$ cat src/rtl/red_pitaya_daisy_pkg.sv
// Shared encodings for the daisy-chain transmit controller: FSM states,
// source-select modes, requester indices and a saturating counter helper.
package red_pitaya_daisy_pkg;

  typedef enum logic [1:0] {
    ST_IDLE  = 2'd0,
    ST_TRAIN = 2'd1,
    ST_RUN   = 2'd2
  } daisy_state_e;

  typedef enum logic [1:0] {
    MODE_TST  = 2'd0,
    MODE_USR  = 2'd1,
    MODE_RR   = 2'd2,
    MODE_NONE = 2'd3
  } daisy_mode_e;

  localparam int REQ_TST = 0;
  localparam int REQ_USR = 1;

  localparam logic [31:0] CNT_MAX = 32'hFFFF_FFFF;

  function automatic logic [31:0] sat_inc(input logic [31:0] v);
    return (v == CNT_MAX) ? v : v + 32'd1;
  endfunction

endpackage

$ cat src/rtl/red_pitaya_daisy_tx_ctrl_if.sv
// Source and serializer handshakes of the daisy transmit controller.
// slave = controller side, master = the agents driving sources / serializer.
interface red_pitaya_daisy_tx_ctrl_if;
  logic        tst_dv_i;
  logic [15:0] tst_dat_i;
  logic        tst_rdy_o;
  logic        usr_dv_i;
  logic [15:0] usr_dat_i;
  logic        usr_rdy_o;
  logic        ser_rdy_i;
  logic        ser_dv_o;
  logic [15:0] ser_dat_o;

  modport slave (
    input  tst_dv_i, tst_dat_i, usr_dv_i, usr_dat_i, ser_rdy_i,
    output tst_rdy_o, usr_rdy_o, ser_dv_o, ser_dat_o
  );

  modport master (
    output tst_dv_i, tst_dat_i, usr_dv_i, usr_dat_i, ser_rdy_i,
    input  tst_rdy_o, usr_rdy_o, ser_dv_o, ser_dat_o
  );
endinterface

$ cat src/rtl/red_pitaya_daisy_rr_arb.sv
// Two-requester grant logic: fixed modes plus round-robin that alternates
// only on contention, pointer advancing on completed transfers.
module red_pitaya_daisy_rr_arb
  import red_pitaya_daisy_pkg::*;
(
  input  logic       clk,
  input  logic       rst_n,
  input  logic [1:0] req,
  input  logic       xfer,
  input  logic [1:0] mode,
  output logic [1:0] gnt
);

  logic last_usr_q;

  always_comb begin
    gnt = 2'b00;
    case (daisy_mode_e'(mode))
      MODE_TST: gnt[REQ_TST] = 1'b1;
      MODE_USR: gnt[REQ_USR] = 1'b1;
      MODE_RR: begin
        if (req[REQ_TST] && req[REQ_USR]) begin
          if (last_usr_q) gnt[REQ_TST] = 1'b1;
          else            gnt[REQ_USR] = 1'b1;
        end else begin
          gnt = req;
        end
      end
      default: gnt = 2'b00;
    endcase
  end

  // Reset to "user last" so the test source wins the first contention.
  always_ff @(posedge clk or negedge rst_n) begin
    if (!rst_n)    last_usr_q <= 1'b1;
    else if (xfer) last_usr_q <= gnt[REQ_USR];
  end

endmodule

$ cat src/rtl/red_pitaya_daisy_tx_ctrl.sv
// Daisy-chain transmit controller: link training, then arbitrated forwarding
// of test/user words to the serializer with a 1-cycle registered output.
module red_pitaya_daisy_tx_ctrl
  import red_pitaya_daisy_pkg::*;
#(
  parameter int          TRAIN_LEN = 256,
  parameter logic [15:0] TRAIN_PAT = 16'h00FF
) (
  input  logic       tx_clk_i,
  input  logic       tx_rstn_i,
  input  logic       cfg_en_i,
  input  logic       cfg_train_i,
  input  logic [1:0] cfg_mode_i,
  input  logic       stat_clr_i,
  output logic [1:0] sts_state_o,
  output logic [31:0] sts_cnt_o,
  red_pitaya_daisy_tx_ctrl_if.slave bus
);

  localparam logic [15:0] TRAIN_LAST = 16'(TRAIN_LEN - 1);

  daisy_state_e state_q, state_d;
  logic [15:0]  train_cnt_q;
  logic         train_beat;
  logic         run_ok;
  logic [1:0]   req, gnt, xfer_vec;
  logic         xfer;
  logic [15:0]  src_dat;

  always_ff @(posedge tx_clk_i or negedge tx_rstn_i) begin
    if (!tx_rstn_i) state_q <= ST_IDLE;
    else            state_q <= state_d;
  end

  // Disable overrides everything, including a training beat or grant.
  always_comb begin
    state_d    = state_q;
    train_beat = 1'b0;
    run_ok     = 1'b0;
    case (state_q)
      ST_IDLE:  if (cfg_en_i) state_d = ST_TRAIN;
      ST_TRAIN: begin
        if (bus.ser_rdy_i) begin
          train_beat = 1'b1;
          if (train_cnt_q == TRAIN_LAST) state_d = ST_RUN;
        end
      end
      ST_RUN: begin
        if (cfg_train_i) state_d = ST_TRAIN;
        else             run_ok  = bus.ser_rdy_i;
      end
      default: state_d = ST_IDLE;
    endcase
    if (!cfg_en_i) begin
      state_d    = ST_IDLE;
      train_beat = 1'b0;
      run_ok     = 1'b0;
    end
  end

  assign req = {bus.usr_dv_i, bus.tst_dv_i};

  red_pitaya_daisy_rr_arb u_arb (
    .clk   (tx_clk_i),
    .rst_n (tx_rstn_i),
    .req   (req),
    .xfer  (xfer),
    .mode  (cfg_mode_i),
    .gnt   (gnt)
  );

  assign bus.tst_rdy_o = run_ok & gnt[REQ_TST];
  assign bus.usr_rdy_o = run_ok & gnt[REQ_USR];
  assign xfer_vec      = req & {bus.usr_rdy_o, bus.tst_rdy_o};
  assign xfer          = |xfer_vec;
  assign src_dat       = xfer_vec[REQ_TST] ? bus.tst_dat_i : bus.usr_dat_i;

  // Counter is held at zero outside TRAIN so every entry starts fresh.
  always_ff @(posedge tx_clk_i or negedge tx_rstn_i) begin
    if (!tx_rstn_i)               train_cnt_q <= '0;
    else if (state_d != ST_TRAIN) train_cnt_q <= '0;
    else if (train_beat)          train_cnt_q <= train_cnt_q + 16'd1;
  end

  always_ff @(posedge tx_clk_i or negedge tx_rstn_i) begin
    if (!tx_rstn_i) begin
      bus.ser_dv_o  <= 1'b0;
      bus.ser_dat_o <= '0;
    end else begin
      bus.ser_dv_o <= train_beat | xfer;
      if (train_beat) bus.ser_dat_o <= TRAIN_PAT;
      else if (xfer)  bus.ser_dat_o <= src_dat;
    end
  end

  always_ff @(posedge tx_clk_i or negedge tx_rstn_i) begin
    if (!tx_rstn_i)      sts_cnt_o <= '0;
    else if (stat_clr_i) sts_cnt_o <= '0;
    else if (xfer)       sts_cnt_o <= sat_inc(sts_cnt_o);
  end

  assign sts_state_o = state_q;

endmodule

$ cat src/flat_wrapper.sv
// flat-port wrapper written by rule: the top's interface ports become plain ports
module red_pitaya_daisy_tx_ctrl_flat import red_pitaya_daisy_pkg::*;
#(
  parameter int          TRAIN_LEN = 256,
  parameter logic [15:0] TRAIN_PAT = 16'h00FF
)
  (tx_clk_i, tx_rstn_i, cfg_en_i, cfg_train_i, cfg_mode_i, stat_clr_i, sts_state_o, sts_cnt_o, bus_tst_dv_i, bus_tst_dat_i, bus_usr_dv_i, bus_usr_dat_i, bus_ser_rdy_i, bus_tst_rdy_o, bus_usr_rdy_o, bus_ser_dv_o, bus_ser_dat_o);
  red_pitaya_daisy_tx_ctrl_if bus_i ();
  input  logic tx_clk_i;
  input  logic tx_rstn_i;
  input  logic cfg_en_i;
  input  logic cfg_train_i;
  input  logic [1:0] cfg_mode_i;
  input  logic stat_clr_i;
  output logic [1:0] sts_state_o;
  output logic [31:0] sts_cnt_o;
  input wire logic [$bits(bus_i.tst_dv_i)-1:0] bus_tst_dv_i;
  input wire logic [$bits(bus_i.tst_dat_i)-1:0] bus_tst_dat_i;
  input wire logic [$bits(bus_i.usr_dv_i)-1:0] bus_usr_dv_i;
  input wire logic [$bits(bus_i.usr_dat_i)-1:0] bus_usr_dat_i;
  input wire logic [$bits(bus_i.ser_rdy_i)-1:0] bus_ser_rdy_i;
  output wire logic [$bits(bus_i.tst_rdy_o)-1:0] bus_tst_rdy_o;
  output wire logic [$bits(bus_i.usr_rdy_o)-1:0] bus_usr_rdy_o;
  output wire logic [$bits(bus_i.ser_dv_o)-1:0] bus_ser_dv_o;
  output wire logic [$bits(bus_i.ser_dat_o)-1:0] bus_ser_dat_o;
  assign bus_i.tst_dv_i = bus_tst_dv_i;
  assign bus_i.tst_dat_i = bus_tst_dat_i;
  assign bus_i.usr_dv_i = bus_usr_dv_i;
  assign bus_i.usr_dat_i = bus_usr_dat_i;
  assign bus_i.ser_rdy_i = bus_ser_rdy_i;
  assign bus_tst_rdy_o = bus_i.tst_rdy_o;
  assign bus_usr_rdy_o = bus_i.usr_rdy_o;
  assign bus_ser_dv_o = bus_i.ser_dv_o;
  assign bus_ser_dat_o = bus_i.ser_dat_o;
  red_pitaya_daisy_tx_ctrl #(.TRAIN_LEN(TRAIN_LEN), .TRAIN_PAT(TRAIN_PAT)) u_core (.tx_clk_i(tx_clk_i), .tx_rstn_i(tx_rstn_i), .cfg_en_i(cfg_en_i), .cfg_train_i(cfg_train_i), .cfg_mode_i(cfg_mode_i), .stat_clr_i(stat_clr_i), .sts_state_o(sts_state_o), .sts_cnt_o(sts_cnt_o), .bus(bus_i));
endmodule
$ cat config.mk
export PLATFORM = sky130hd
export DESIGN_NAME = red_pitaya_daisy_tx_ctrl_flat
export DESIGN_NICKNAME = d
export VERILOG_FILES = /design/src/rtl/red_pitaya_daisy_pkg.sv /design/src/rtl/red_pitaya_daisy_tx_ctrl_if.sv /design/src/rtl/red_pitaya_daisy_rr_arb.sv /design/src/rtl/red_pitaya_daisy_tx_ctrl.sv /design/src/flat_wrapper.sv
export SDC_FILE = /design/constraint.sdc
export NUM_CORES = 1
export LEC_CHECK = 0
export BUFFER_PORTS_ARGS = -buffer_cell sky130_fd_sc_hd__buf_2
export CAP_MARGIN = 20
export CORE_ASPECT_RATIO = 0.6
export CORE_MARGIN = 8
export CORE_UTILIZATION = 35
export CTS_BUF_LIST = sky130_fd_sc_hd__clkbuf_4 sky130_fd_sc_hd__clkbuf_8
export CTS_CLUSTER_DIAMETER = 50
export DETAILED_ROUTE_END_ITERATION = 7
export SYNTH_ARGS = -nofsm -noshare
export SYNTH_HDL_FRONTEND = slang
export SYNTH_SLANG_ARGS = --single-unit
export TNS_END_PERCENT = 50
$ cat constraint.sdc
create_clock -name tx_clk_i -period 2.7 [get_ports tx_clk_i]
set_input_delay 0.135 -clock tx_clk_i [delete_from_list [all_inputs] [get_ports tx_clk_i]]
set_output_delay 0.135 -clock tx_clk_i [all_outputs]
set_load 0.02 [all_outputs]
After elaboration in Yosys (flattened, before gate mapping). Cells that the tools add are included. W data, S select, Z words.

Flip-flop bits (word level): 68. Input bits: 42.

Reductions and logical operators: 8. Multiplexer cells: 24. Bitwise gates (word level): 4. Add/subtract/negate cells: 2. Eq/ne operators: 8.

Operators by type and width (number): $mux W32 (3); $mux W16 (5); $add A32 B1 Y32 const B (1); $eq A32 B32 Y1 const B (1); $add A16 B1 Y16 const B (1); $eq A16 B8 Y1 const B (1); $mux W2 (5); $mux W1 (8); $pmux W2 S3 (1); $reduce_bool A2 Y1 (3); $eq A2 B1 Y1 const B (2); $eq A2 B2 Y1 const B (2); $logic_not A2 Y1 (2); $pmux W1 S2 (2); $and A1 B1 Y1 (2); $and A2 B2 Y2 (1); $ne A2 B1 Y1 const B (1); $ne A2 B2 Y1 const B (1); $reduce_and A2 Y1 (1); $reduce_or A2 Y1 (1); $logic_and A1 B1 Y1 (1); $or A1 B1 Y1 (1).

Depth between registers and ports, before layout. Gate-level depths: netlist (run 1).

Word-level depth: 8. Mapped depth: 9. Gate-level depth less buffers: 7.

Cells and area by module. A second synthesis (run 1) with hierarchy kept.

Cell total of the unflattened synthesis: 403. Area total of the unflattened synthesis: 3662.3 um2.

Modules (own cells, without submodules): red_pitaya_daisy_tx_ctrl (cells an instance 389, instances 1, sequential area each 1676.6 um2, area each 3535.9 um2); red_pitaya_daisy_rr_arb (cells an instance 14, instances 1, sequential area each 26.3 um2, area each 126.4 um2).

Worst setup path after synthesis (run 1). OpenSTA, ideal clock, no wires.

Path type: reg-to-reg. Start point: register u_core.state_q[1], in the netlist u_core.sts_state_o[1]. End point: register u_core.sts_cnt_o[13]. Stages on the path, launching flop included: 7. Required time: 2.575 ns. Buffers on the path: 1. Clock period less this slack: 2.186 ns. Data arrival time: 2.062 ns. Slack: 0.514 ns. Path through: dfrtp_1 > or3b_4 > nor4_4 > o21ai_2 > buf_6 > a311oi_1 > mux2_2.

Cells in the longest elaborated chain, start to end: 8.

RTL lines: from (decl) (line red_pitaya_daisy_tx_ctrl.sv:22) `daisy_state_e state_q, state_d;`; from (signal assigned) (line red_pitaya_daisy_tx_ctrl.sv:32) `else state_q <= state_d;`; $eq A2 B2 Y1 * (line red_pitaya_daisy_tx_ctrl.sv:40) `case (state_q)`; $mux W1 * (line red_pitaya_daisy_tx_ctrl.sv:40); $mux W1 * (line red_pitaya_daisy_tx_ctrl.sv:54) `if (!cfg_en_i) begin`; $and A1 B1 Y1, on equally long branches (line red_pitaya_daisy_tx_ctrl.sv:72, red_pitaya_daisy_tx_ctrl.sv:73); $and A2 B2 Y2 * (line red_pitaya_daisy_tx_ctrl.sv:74) `assign xfer_vec = req & {bus.usr_rdy_o, bus.tst_rdy_o};`; $reduce_or A2 Y1 * (line red_pitaya_daisy_tx_ctrl.sv:75) `assign xfer = |xfer_vec;`; $reduce_bool A2 Y1 (no line) *; $reduce_and A2 Y1 (no line) *; to (signal assigned) (line red_pitaya_daisy_tx_ctrl.sv:99) `else if (xfer) sts_cnt_o <= sat_inc(sts_cnt_o);`; to (decl) (line red_pitaya_daisy_tx_ctrl.sv:16) `output logic [31:0] sts_cnt_o,`.

Mark *: on every way between the ends. The rest lies on a longest branch, timed or not. A chain may end at the register's enable or synchronous reset.

Worst setup path after layout (run 1).
Start point: register u_core.state_q[0], in the netlist u_core.sts_state_o[0]. End point: register u_core.sts_cnt_o[9].

Same word-level chain as after synthesis.

==> results of run 1 <==
## placed cells by master (no fill, tap or decap), types with 10 or more instances in the layout
cell type | netlist | routed
sky130_fd_sc_hd__or4_1 | 14 | 14
sky130_fd_sc_hd__nand3_1 | 23 | 23
sky130_fd_sc_hd__inv_1 | 13 | 13
sky130_fd_sc_hd__nand2_1 | 26 | 26
sky130_fd_sc_hd__nor2b_1 | 11 | 11
sky130_fd_sc_hd__o31ai_1 | 13 | 13
sky130_fd_sc_hd__mux2i_1 | 16 | 16
sky130_fd_sc_hd__buf_2 | 4 | 94
sky130_fd_sc_hd__dfrtp_1 | 67 | 67
sky130_fd_sc_hd__nor3_1 | 16 | 16
sky130_fd_sc_hd__a21oi_1 | 32 | 32
sky130_fd_sc_hd__o21ai_0 | 17 | 16
sky130_fd_sc_hd__clkbuf_8 | 0 | 11
sky130_fd_sc_hd__xor2_1 | 10 | 10
sky130_fd_sc_hd__nor2_1 | 38 | 38
## worst paths after layout
check / start / endpoint / slack, ns / depth (start not counted)
setup / recovery: u_core.sts_state_o[0] / u_core.sts_cnt_o[9] / 0.32 / 5
hold / removal: bus_usr_dat_i[15] / u_core.bus.ser_dat_o[15] / 0.09 / 3
setup reg to reg: u_core.sts_state_o[0] / u_core.sts_cnt_o[9] / 0.32 / 5
hold reg to reg: u_core.bus.ser_dat_o[15] / u_core.bus.ser_dat_o[15] / 0.50 / 2
max in group asynchronous: tx_rstn_i / u_core.u_arb.last_usr_q / 1.62 / 3
min in group asynchronous: tx_rstn_i / u_core.sts_cnt_o[7] / 0.29 / 2
## metrics by stage
step | power [W] | instance area [um^2] | instances
detailed placement | 0.00116 | 4460 | 629
global route | 0.00201 | 4660 | 646
CTS | 0.00196 | 4660 | 646
floorplan | 0.00109 | 3830 | 409
finish | 0.00192 | 4660 | 646
global placement | 0.00115 | 4460 | 629
## cell usage after synthesis, types with 11 or more instances
cell / n / area (um^2)
sky130_fd_sc_hd__nand2_1: 26 / 97.6
sky130_fd_sc_hd__clkbuf_1: 14 / 52.6
sky130_fd_sc_hd__o31ai_1: 13 / 97.6
sky130_fd_sc_hd__nor2b_1: 11 / 68.8
sky130_fd_sc_hd__or4_1: 14 / 105
sky130_fd_sc_hd__nor3_1: 16 / 80.1
sky130_fd_sc_hd__a21oi_1: 32 / 160
sky130_fd_sc_hd__mux2i_1: 16 / 160
sky130_fd_sc_hd__nor2_1: 38 / 143
sky130_fd_sc_hd__o21ai_0: 17 / 85.1
sky130_fd_sc_hd__dfrtp_1: 67 / 1680
sky130_fd_sc_hd__inv_1: 13 / 48.8
sky130_fd_sc_hd__nand3_1: 23 / 115
## flip-flops by register name, indices dropped and copies added (netlist names)
register,count
u_core.u_arb.last_usr_q,1
u_core.train_cnt_q,16
u_core.bus.ser_dat_o,16
u_core.sts_cnt_o,32
u_core.sts_state_o,2
u_core.bus.ser_dv_o,1
## layer usage
layer	track usage, %	routed length, um
met2	20.5	4480
met3	4.79	787
met1	20.2	5120
met4	3.48	70
met5	0	0
## worst register-to-register path: cells and delay by family, from the launching register on
kind / cells / cell delay, ns
AO/OA/AOI/OAI: 1 / 0.30
flip-flops: 1 / 0.42
multiplexers: 1 / 0.37
AND/OR/NAND/NOR: 3 / 1.19
## cell families (layout without fill, tap and decap cells)
family / count (synthesis) / after routing / share of synthesized area (%)
xor gates and xnor gates: 15 / 15 / 3.43
DFF: 68 / 68 / 44.4
adders and majority gates: 5 / 5 / 1.63
AOI/OAI and AO/OA: 78 / 78 / 12.3
muxes: 26 / 26 / 7.12
and+or+nand+nor: 182 / 182 / 26.9
buffers and inverters: 35 / 133 / 4.15
## power breakdown
part | leakage, nW | switching [W] | internal (W)
clock network | 0.101 | 0.000374 | 0.000413
registers | 0.902 | 0.00000231 | 0.00102
logic | 1.02 | 0.0000730 | 0.0000419
total | 2.03 | 0.000449 | 0.00148
## what timing repair did
| action | 4_1_cts | 5_1_grt |
|---|---|---|
| endpoints found under the hold margin | 19 | 0 |
| setup endpoints to repair | 0 | 0 |
| hold buffers | 1 | 0 |
## final cells by class
class                      count  area, um^2
sequential                    68        1700
clock buffer                  14         174
multi-input combinational    306        1970
timing repair buffer         104         573
fill                        1050        5980
inverter                      13        48.8
tap                          139         174
clock inverter                 2        10.0
==> impl_metrics.env, run 1 <==
export IMPL_tritoncts_clock_tree="built"
export IMPL_number_of_buffers_inserted_by_port_buffering=94
export IMPL_preCtsSetupSlack_ns=0.361
export IMPL_clkSlewWorstSetupHoldPaths_ns=0.07
export IMPL_synth_yosys_seq_area_share_pct=44.4
export IMPL_whs_ns=0.0866
export IMPL_crit_fanout=17
export IMPL_area_delta_synth_final_pct=21.5
export IMPL_timing_clock_skew_ns=0.00640
export IMPL_setup_repair_after_global_routing_missed_its_margin="false"
export IMPL_final_nets=549
export IMPL_slew_headroom_pct=49.1
export IMPL_number_of_rows_in_the_core_area=29
export IMPL_avg_wl_per_cell_um=16.2
export IMPL_mappedNetlistNets=456
export IMPL_layout_core_utilization_pct=43.8
export IMPL_die_h_um=97.0
export IMPL_timing_worst_slew_pin_value_ns=0.762
export IMPL_detail_route_iter0_violations=226
export IMPL_cts_setup_buffers=0
export IMPL_grt_usage_pct=14.3
export IMPL_cts_htree_levels=3
export IMPL_cts_resized=0
export IMPL_syn_cell_area_mm2=0.00383
export IMPL_crit_buf_inv=0
export IMPL_critPathRequiredTime_ns=2.93
export IMPL_grt_pass1_wl_um=17100
export IMPL_number_of_enable_flip_flop_cells_after_synthesis=0
export IMPL_drcViolationCount=0
export IMPL_numCtsBuffers=9
export IMPL_crit_path_max_incr_delay_ns=0.44
export IMPL_num_io_pins=95
export IMPL_clk_path_buf_depth=2
export IMPL_antenna_cells=0
export IMPL_yosys_register_bits=68
export IMPL_fmaxAchievable_mhz=420
export IMPL_timing_final_crit_share_pct=88.1
export IMPL_max_cap_violations=0
export IMPL_critical_path_top_delay_family="simple AND/OR/NAND/NOR gates"
export IMPL_final_layout_size_suffix_gt1_share_pct=27.8
export IMPL_worst_endpoint_arrival_ns=2.61
export IMPL_place_gp_congestion=0.811
export IMPL_routed_wirelength_um=10500
export IMPL_num_vias=3406
export IMPL_antenna_found_initial=0
export IMPL_grt_overflow_total=0
export IMPL_timing_critical_path_to_type="flop"
export IMPL_fp_coreArea_mm2=0.0106
export IMPL_yosys_warnings=0
export IMPL_slowest_stage="sky130_fd_sc_hd__or3b_4"
export IMPL_setup_tns_final_ns=0
export IMPL_die_area_mm2=0.0147
export IMPL_hold_path_class="in2reg"
export IMPL_p_per_area_mw_per_mm2=413
export IMPL_cts_root_buf="sky130_fd_sc_hd__clkbuf_8"
export IMPL_ys_flop_type="sky130_fd_sc_hd__dfrtp_1"
export IMPL_detail_route_antenna_nets=0
export IMPL_synthesis_area_per_instance_um2=9.37
export IMPL_worstPathCellList="or3b_4 > nor4_4 > o21ai_2 > nor4b_1 > mux2_2"
export IMPL_finalHoldViolations=0
export IMPL_hpwl_um=7720
export IMPL_synth_lib_cells_used_distinct=52
export IMPL_die_w_um=151
export IMPL_ys_async_sr_fraction_pct=100
export IMPL_criticalPathCategory="reg2reg"
export IMPL_clock_insertion_delay_worst_skew_ns=0.34
export IMPL_type_of_element_launching_the_critical_path="flop"
export IMPL_drt_pre_antenna_iters=4
export IMPL_finalSetupViolCount=0
export IMPL_via_per_inst=5.27
export IMPL_via_count_of_the_first_global_routing_pass=3390
export IMPL_static_leakage_power_nw=2.03
export IMPL_clock_sinks=68
export IMPL_syn_inst=409
export IMPL_post_route_min_period_ns=2.38
export IMPL_slack_of_the_critical_path_ns=0.321
export IMPL_vdd_drop_max_uv=209
export IMPL_maxSlewViolCount=0
export IMPL_outcome="completed"
export IMPL_grt_max_degree=48
export IMPL_start_util_pct=36.0
No activity file was read; power rests on OpenSTA's default activity.
==> run 2, diff against run 1 <==
Settings changed: CELL_PAD_IN_SITES_DETAIL_PLACEMENT from default to 1, CELL_PAD_IN_SITES_GLOBAL_PLACEMENT from default to 1, PLACE_DENSITY_LB_ADDON from default to 0.1.
Clock period 2.7 ns to 2.8 ns, I/O delays scaled along.
==> impl_metrics.env, run 2 (synthesized netlist as in run 1, its figures left out) <==
export IMPL_cts_root_buf="sky130_fd_sc_hd__clkbuf_8"
export IMPL_whs_ns=0.0783
export IMPL_number_of_buffers_inserted_by_port_buffering=94
export IMPL_crit_buf_inv=0
export IMPL_hpwl_um=8790
export IMPL_worst_endpoint_arrival_ns=2.60
export IMPL_avg_wl_per_cell_um=18.3
export IMPL_setup_repair_after_global_routing_missed_its_margin="false"
export IMPL_outcome="completed"
export IMPL_maxSlewViolCount=0
export IMPL_critPathRequiredTime_ns=3.04
export IMPL_clkSlewWorstSetupHoldPaths_ns=0.08
export IMPL_place_gp_congestion=0.760
export IMPL_vdd_drop_max_uv=190
export IMPL_worstPathCellList="or3b_4 > nor4_4 > o21ai_2 > nor4b_1 > mux2_2"
export IMPL_die_area_mm2=0.0147
export IMPL_num_io_pins=95
export IMPL_die_w_um=151
export IMPL_die_h_um=97.0
export IMPL_clk_path_buf_depth=2
export IMPL_number_of_rows_in_the_core_area=29
export IMPL_numCtsBuffers=9
export IMPL_tritoncts_clock_tree="built"
export IMPL_post_route_min_period_ns=2.36
export IMPL_crit_path_max_incr_delay_ns=0.44
export IMPL_detail_route_antenna_nets=0
export IMPL_criticalPathCategory="reg2reg"
export IMPL_fmaxAchievable_mhz=424
export IMPL_clock_insertion_delay_worst_skew_ns=0.35
export IMPL_drt_pre_antenna_iters=4
export IMPL_fp_coreArea_mm2=0.0106
export IMPL_grt_max_degree=43
export IMPL_slack_of_the_critical_path_ns=0.443
export IMPL_part_of_the_total_power_dissipated_in_the_clock_network_pct=42.7
export IMPL_antenna_cells=0
export IMPL_routed_wirelength_um=11800
export IMPL_timing_worst_slew_pin_value_ns=0.848
export IMPL_type_of_element_launching_the_critical_path="flop"
export IMPL_crit_fanout=17
export IMPL_preCtsSetupSlack_ns=0.438
export IMPL_cts_htree_levels=3
export IMPL_clock_sinks=68
export IMPL_largest_register_ff_count=32
export IMPL_via_count_of_the_first_global_routing_pass=3587
export IMPL_final_layout_size_suffix_gt1_share_pct=27.8
export IMPL_timing_final_crit_share_pct=84.2
export IMPL_largest_register="u_core.sts_cnt_o"
export IMPL_cts_setup_buffers=0
export IMPL_setup_tns_final_ns=0
export IMPL_grt_usage_pct=16.6
export IMPL_critical_path_top_delay_family="simple AND/OR/NAND/NOR gates"
export IMPL_p_per_area_mw_per_mm2=412
export IMPL_holdBufCountCts=1
export IMPL_start_util_pct=36.0
export IMPL_via_per_inst=5.41
export IMPL_leading_cell_type_in_the_layout_fill_and_taps_excluded="sky130_fd_sc_hd__buf_2"
export IMPL_place_inst=630
export IMPL_sequentialPowerShare_pct=51.3
export IMPL_timing_clock_skew_ns=0.0107
export IMPL_num_vias=3495
export IMPL_power_net_switching_w=0.000470
export IMPL_cell_count_final_fillers_out=646
export IMPL_reg_largest_list="u_core.sts_cnt_o: 32 flops, u_core.bus.ser_dat_o: 16 flops, u_core.train_cnt_q: 16 flops"
export IMPL_slew_headroom_pct=43.0
export IMPL_grt_overflow_total=0
export IMPL_cts_resized=0
export IMPL_antenna_found_initial=0
export IMPL_layout_common_cells="sky130_fd_sc_hd__buf_2 (94), sky130_fd_sc_hd__dfrtp_1 (67), sky130_fd_sc_hd__nor2_1 (38), sky130_fd_sc_hd__a21oi_1 (32), sky130_fd_sc_hd__nand2_1 (26)"
export IMPL_share_comb_of_total_power_pct=6.0
export IMPL_static_leakage_power_nw=2.03
export IMPL_max_cap_violations=0
export IMPL_timing_critical_path_to_type="flop"
export IMPL_final_nets=550
export IMPL_detail_route_iter0_violations=129
export IMPL_finalSetupViolCount=0
export IMPL_grt_pass1_wl_um=19500
export IMPL_drcViolationCount=0
export IMPL_swShare_pct=24.4
export IMPL_finalHoldViolations=0
export IMPL_hold_path_class="in2reg"
export IMPL_slowest_stage="sky130_fd_sc_hd__or3b_4"
export IMPL_area_delta_synth_final_pct=21.9
export IMPL_internal_power_w=0.00145
==> run 2: cell count changes in the layout (fill, tap and decap cells not counted) <==
cell and change:
sky130_fd_sc_hd__buf_4 +1, sky130_fd_sc_hd__bufinv_16 +1, sky130_fd_sc_hd__clkbuf_4 -3, sky130_fd_sc_hd__clkbuf_8 -1, sky130_fd_sc_hd__clkinv_2 +1, sky130_fd_sc_hd__clkinvlp_4 +1
==> run 2: final timing paths <==
kind / from / endpoint / slack [ns] / depth (start not counted)
setup / recovery: u_core.sts_state_o[0] / u_core.sts_cnt_o[9] / 0.44 / 5
hold / removal: cfg_en_i / u_core.sts_state_o[1] / 0.08 / 2
setup reg to reg: u_core.sts_state_o[0] / u_core.sts_cnt_o[9] / 0.44 / 5
hold reg to reg: u_core.bus.ser_dat_o[10] / u_core.bus.ser_dat_o[10] / 0.50 / 2
max in group asynchronous: tx_rstn_i / u_core.sts_cnt_o[7] / 1.68 / 3
min in group asynchronous: tx_rstn_i / u_core.sts_cnt_o[16] / 0.44 / 2
==> run 2: metrics by stage <==
step	util, %	instance area [um^2]	total power [W]
6_report	43.9	4670	0.00192
5_1_grt	43.9	4670	0.00201
4_1_cts	43.9	4670	0.00196
3_5_place_dp	42.0	4470	0.00112
3_3_place_gp	42.0	4470	0.00112
2_1_floorplan	-	3830	0.00105
==> run 2: worst reg2reg max path, delay by kind of cell, from the launching register on <==
family / cells / cell delay [ns]
flops: 1 / 0.42
compound gates: 1 / 0.29
simple gates: 3 / 1.16
mux: 1 / 0.37
==> run 2: power groups by stage <==
stage / clock network (W) / logic, W / registers, W
6_report: 0.000820 / 0.000115 / 0.000986
2_1_floorplan: 0 / 0.0000415 / 0.00101
4_1_cts: 0.000855 / 0.000118 / 0.000986
3_3_place_gp: 0 / 0.000114 / 0.00101
3_5_place_dp: 0 / 0.000117 / 0.00101
5_1_grt: 0.000889 / 0.000131 / 0.000986
==> run 2: layer usage <==
layer	up-vias	share of wire, %	global-route usage, %
met5	-	0	0
met4	0	0.61	2.95
met3	8	4.8	4.79
met2	53	44	24.4
met1	1755	51	23.6
li1	1679	-	-
==> run 2: final cells by class <==
type | instances | area (um^2)
clock inverter | 5 | 52.6
timing repair buffer | 105 | 581
fill | 1279 | 5960
sequential | 68 | 1700
tap | 139 | 174
multi-input combinational | 306 | 1970
inverter | 13 | 48.8
clock buffer | 10 | 138
